===== config.mk =====
export PLATFORM = sky130hd
export DESIGN_NAME = fifo_rd_fwft_flat
export DESIGN_NICKNAME = d
export VERILOG_FILES = /design/src/rtl/fifo_rd_fwft_if.sv /design/src/rtl/fifo_rd_fwft.sv /design/src/flat_wrapper.sv
export SDC_FILE = /design/constraint.sdc
export NUM_CORES = 1
export LEC_CHECK = 0
export BUFFER_PORTS_ARGS = -buffer_cell sky130_fd_sc_hd__buf_4
export CAP_MARGIN = 20
export CORE_AREA = 8 8 57 59
export CTS_CLUSTER_DIAMETER = 120
export DETAILED_ROUTE_END_ITERATION = 8
export DIE_AREA = 0 0 65 67
export PLACE_DENSITY = 0.75
export SLEW_MARGIN = 10
export SYNTH_ARGS = -nofsm -noshare
export SYNTH_HDL_FRONTEND = slang
export SYNTH_SLANG_ARGS = --single-unit

===== constraint.sdc =====
create_clock -name rd_clk -period 3.2 [get_ports rd_clk]
set_input_delay 0.32 -clock rd_clk [delete_from_list [all_inputs] [get_ports rd_clk]]
set_output_delay 0.32 -clock rd_clk [all_outputs]
set_load 0.03 [all_outputs]

===== src/rtl/fifo_rd_fwft_if.sv =====
// Read-side bundle between the FWFT output stage, the read-pointer/RAM logic and the consumer.
// master = the FWFT stage; slave = the pointer/RAM source plus consumer side.
interface fifo_rd_fwft_if #(
    parameter int DATA_WIDTH = 8
);
    logic                  fifo_empty;
    logic                  rd_en;
    logic [DATA_WIDTH-1:0] mem_rdata;
    logic [DATA_WIDTH-1:0] dout;
    logic                  dout_valid;
    logic                  dout_ready;
    logic [1:0]            occ;

    modport master (
        input  fifo_empty, mem_rdata, dout_ready,
        output rd_en, dout, dout_valid, occ
    );

    modport slave (
        output fifo_empty, mem_rdata, dout_ready,
        input  rd_en, dout, dout_valid, occ
    );
endinterface


===== src/rtl/fifo_rd_fwft.sv =====
// First-word-fall-through read stage: head+skid buffer over a 1-cycle-latency RAM read port.
// Optional FIFO_RD_STATS_EN adds a saturating consumer-underrun counter on port stall_cnt.
module fifo_rd_fwft #(
    parameter int DATA_WIDTH = 8
) (
    input  logic             rd_clk,
    input  logic             rd_rst,
    fifo_rd_fwft_if.master   bus
`ifdef FIFO_RD_STATS_EN
    ,
    output logic [15:0]      stall_cnt
`endif
);
    // Handshake: a word moves to the consumer on any rd_clk edge where dout_valid and
    // dout_ready are both high; dout_valid never drops without such a transfer (or reset).
    typedef enum logic [1:0] {
        EMPTY = 2'd0,
        ONE   = 2'd1,
        TWO   = 2'd2
    } state_t;

    state_t                r_state;
    logic                  r_inflight;
    logic [DATA_WIDTH-1:0] r_head;
    logic [DATA_WIDTH-1:0] r_skid;

    logic       w_valid;
    logic       w_pop;
    logic       w_fill;
    logic [2:0] w_level;
    logic       w_rd_en;

    assign w_valid = (r_state != EMPTY);
    assign w_pop   = w_valid & bus.dout_ready;
    assign w_fill  = r_inflight;
    // Buffered plus in-flight words; a read is only issued if its word is guaranteed a slot.
    assign w_level = {1'b0, r_state} + {2'b00, r_inflight};
    assign w_rd_en = ~rd_rst & ~bus.fifo_empty &
                     ((w_level < 3'd2) | ((w_level == 3'd2) & w_pop));

    assign bus.rd_en      = w_rd_en;
    assign bus.dout       = r_head;
    assign bus.dout_valid = w_valid;
    assign bus.occ        = r_state;

    always_ff @(posedge rd_clk) begin
        if (rd_rst) begin
            r_state    <= EMPTY;
            r_inflight <= 1'b0;
            r_head     <= '0;
            r_skid     <= '0;
        end else begin
            r_inflight <= w_rd_en;
            case (r_state)
                EMPTY: begin
                    if (w_fill) begin
                        r_head  <= bus.mem_rdata;
                        r_state <= ONE;
                    end
                end
                ONE: begin
                    if (w_fill && !w_pop) begin
                        r_skid  <= bus.mem_rdata;
                        r_state <= TWO;
                    end else if (w_fill && w_pop) begin
                        r_head  <= bus.mem_rdata;
                    end else if (w_pop) begin
                        r_state <= EMPTY;
                    end
                end
                TWO: begin
                    if (w_pop) begin
                        r_head <= r_skid;
                        if (w_fill) begin
                            r_skid <= bus.mem_rdata;
                        end else begin
                            r_state <= ONE;
                        end
                    end
                end
                default: r_state <= EMPTY;
            endcase
        end
    end

    // A word arriving while both slots are held and nothing leaves would be lost.
    a_no_overfill: assert property (@(posedge rd_clk) disable iff (rd_rst)
        !((r_state == TWO) && r_inflight && !w_pop));

`ifdef FIFO_RD_STATS_EN
    logic [15:0] r_stall_cnt;

    always_ff @(posedge rd_clk) begin
        if (rd_rst) begin
            r_stall_cnt <= '0;
        end else if (bus.dout_ready && !w_valid && (r_stall_cnt != 16'hFFFF)) begin
            r_stall_cnt <= r_stall_cnt + 16'd1;
        end
    end

    assign stall_cnt = r_stall_cnt;
`endif
endmodule

===== src/flat_wrapper.sv =====
// flat-port wrapper written by rule: the top's interface ports become plain ports
module fifo_rd_fwft_flat 
#(
    parameter int DATA_WIDTH = 8
)
  (rd_clk, rd_rst, bus_fifo_empty, bus_mem_rdata, bus_dout_ready, bus_rd_en, bus_dout, bus_dout_valid, bus_occ);
  fifo_rd_fwft_if #(.DATA_WIDTH(DATA_WIDTH)) bus_i ();
  input  logic rd_clk;
  input  logic rd_rst;
  input wire logic [$bits(bus_i.fifo_empty)-1:0] bus_fifo_empty;
  input wire logic [$bits(bus_i.mem_rdata)-1:0] bus_mem_rdata;
  input wire logic [$bits(bus_i.dout_ready)-1:0] bus_dout_ready;
  output wire logic [$bits(bus_i.rd_en)-1:0] bus_rd_en;
  output wire logic [$bits(bus_i.dout)-1:0] bus_dout;
  output wire logic [$bits(bus_i.dout_valid)-1:0] bus_dout_valid;
  output wire logic [$bits(bus_i.occ)-1:0] bus_occ;
  assign bus_i.fifo_empty = bus_fifo_empty;
  assign bus_i.mem_rdata = bus_mem_rdata;
  assign bus_i.dout_ready = bus_dout_ready;
  assign bus_rd_en = bus_i.rd_en;
  assign bus_dout = bus_i.dout;
  assign bus_dout_valid = bus_i.dout_valid;
  assign bus_occ = bus_i.occ;
  fifo_rd_fwft #(.DATA_WIDTH(DATA_WIDTH)) u_core (.rd_clk(rd_clk), .rd_rst(rd_rst), .bus(bus_i));
endmodule

==> results.toml <==
[run_status]
outcome = "finished, final reports clean"

[sta]
finalSetupTns_ps = 0
fin_crit_ps = 2128
finalMaxSlewViolations = 0
finalCritPeriodShare_pct = 66.51
grt_setup_unrepaired = "no"
tightestPinTransition_ps = 491.5
slew_headroom_pct = 67.23
clock.fmax_ghz = 0.4699
hold_viol = 0
setup_viol = 0
skew_ps = 4.778

[global_routing]
grt_max_degree = 29
antenna_found_initial = 0
grt_pass1_wl_um = 3512
grt.overflow.total = 0
grtUsageTotal_pct = 10.19
grt_pass1_vias = 809

[synthesis]
synth_cell_types = 26
netlist.area_leader.share_pct = 37.16
netlist_top_cells_count = "dfxtp_1, a211oi_1, mux2i_1, nand2b_1, buf_6"
syn_area_um2 = 1023
synthArstFlopShare_pct = 0
synth.area.top_cells = "dfxtp_1, mux2i_1, a211oi_1, nand2b_1, buf_6"
ys_seq_area_share_pct = 37.16
synth.most_common_cell = "dfxtp_1"
ys.flop_type = "dfxtp_1"
syn-num-nets = 117
synth_warnings = 0
synth_area_leader_cell = "dfxtp_1"
syn_inst = 102
synth-seq-cells = 19
avgSynthCellArea_um2 = 10.03
synth-edff-count = 0

[die]
rows = 18
die_h_um = 67
io_pins = 24
die_w_um = 65
fp.coreArea_um2 = 2365
die_area_um2 = 4355
start_util_pct = 43.28

[setup_path]
worstSetupPathType = "flop to output pin"
required_ps = 2880
worstSetupStartpointType = "flop"
path_cells = "ha_1, inv_1, ha_1, a41oi_1, nor3_1, buf_4"
path_max_fanout = 8
crit_slowest_cell = "dfxtp_1"
cp-end-kind = "output pin"
cpPeakStageDelay_ps = 470
cp.arrival_ps = 1810
cpMostUsedCell = "ha_1"

[power_and_ir_drop]
clkPwrFrac_pct = 24.7
intPower_mw = 0.3410
combinationalPowerShare_pct = 21.3
power.leakage_nw = 0.5249
powerDensity_nw_per_um2 = 397.5
swShare_pct = 28.42
ir_worst_vdd_v = 0.0002912
switchingPower_mw = 0.1354
seq_power_share_pct = 53.9
total_power_mw = 0.4764

[final_layout]
final_util_pct = 50.69
fillers = 245
syn_to_final_growth_pct = 17.11
finalNonFillerCells = 151
diodes = 0
final_nets = 137
drive_gt1_share_pct = 24.79
final_area_um2 = 1199

[cts]
cts_tree = "done"
clock_latency_ps = 290
hold_buffers = 0
clk_pin_slew_ps = 100
ctsResizeCount = 0
cts_setup_buffers = 0
cts.path.max_buffers = 2
numCtsBuffers = 3
ctsHtreeMaxLevel = 1
root_buffer = "clkbuf_4"
cts.sinks = 19

[drt]
post_drt_wl_per_cell_um = 13.69
drt_pass1_iterations = 4
detail-route-antenna-nets = 0
post-route-drc-count = 0
viasPerCell = 5.113
drt_iter0_drc = 14
vias = 772
wirelength_um = 2067

[place]
placed_cells = 147
placed_cell_area_um2 = 1171
gp_congestion = 0.7730
portBuffers = 23
hpwl_um = 1526

[min_path]
hold_class = "input pin to flop"

[flow_run]
maxCapViolations = 0
-- cells by family (layout without fill, tap and decap cells) --
logic type	after synthesis	in the layout	synth area share, %
adder cells (fa/ha/maj)	3	3	3.668
AO/OA/AOI/OAI	23	23	17.48
AND/OR/NAND/NOR	30	30	18.83
flip-flops	19	19	37.16
buffers and inverters	11	30	7.213
multiplexers	16	16	15.65
-- area by class of cell --
cell class,count,area [µm²],area share (%)
sequential,19,380.4,31.73
inverter,3,11.26,0.9395
clock buffer,3,22.52,1.879
multi-input combinational,72,569.3,47.49
tap,30,37.54,3.132
timing repair buffer,23,172.7,14.41
clock inverter,1,5.005,0.4175
-- worst max-delay path, delay by kind of cell (launching register included) --
kind | cells | cell delay (ps)
DFF | 1 | 470
and+or+nand+nor | 1 | 70
adders and majority gates | 2 | 480
AOI/OAI and AO/OA | 1 | 270
buffers and inverters | 2 | 220
-- cells in the final DEF, fill, tap and decap left out --
cell type  count
and2_1         1
a41oi_1        1
a21oi_1        1
o21a_1         1
nor3b_1        2
clkbuf_4       3
a21o_4         1
and2b_1        1
clkinv_2       1
or2b_2         1
a211oi_1      16
nor2_1         2
nor2b_1        1
dfxtp_1       19
nor3_1         2
and3b_1        2
buf_4         23
o21ai_0        1
or2b_1         1
ha_1           3
o32a_1         1
mux2i_1       16
o21bai_1       1
or2_2          1
inv_1          3
nand2b_1      16
-- metal layers --
metal / share of wire [%] / vias to the layer above / wire (µm) / track usage (%)
li1: - / 405 / - / -
met1: 45 / 344 / 933 / 10.80
met2: 47 / 19 / 976 / 17.64
met3: 6.0 / 4 / 124 / 3.691
met4: 1.5 / 0 / 32 / 4.905
met5: 0 / - / 0 / 0
-- through the flow --
step / worst slack [ps] / hold slack [ps]
after global routing: 894.4 / 172.5
after CTS: 1041 / 177.7
final: 1072 / 185.9
after global placement: 1463 / 456.6
after detailed placement: 1391 / 464.2
after floorplan: 1002 / 399.3
-- power by group through the flow --
stage | Clock (mW) | Sequential, mW | Combinational [mW]
after floorplan | 0 | 0.278 | 0.0512
after global placement | 0 | 0.262 | 0.101
after detailed placement | 0 | 0.263 | 0.103
after CTS | 0.125 | 0.257 | 0.103
after global routing | 0.135 | 0.259 | 0.111
final | 0.118 | 0.257 | 0.102
-- state kept, by name (all words and copies together) (netlist names) --
| register | flops |
|---|---|
| u_core.r_skid | 8 |
| u_core.r_inflight | 1 |
| u_core.bus.occ | 2 |
| u_core.bus.dout | 8 |
-- worst paths after layout --
check	startpoint	to	slack, ps	cells past startpoint
min reg2reg	u_core.r_skid[2]$_SDFFE_PP0P_	u_core.r_skid[2]$_SDFFE_PP0P_	480	2
max reg2reg	u_core.bus.occ[1]$_SDFFE_PP0P_	u_core.r_skid[4]$_SDFFE_PP0P_	1480	3
max	u_core.r_inflight$_SDFF_PP0_	bus_rd_en	1070	6
min	bus_fifo_empty	u_core.r_inflight$_SDFF_PP0_	190	2
Note: power is estimated with default switching activity, not from simulation.
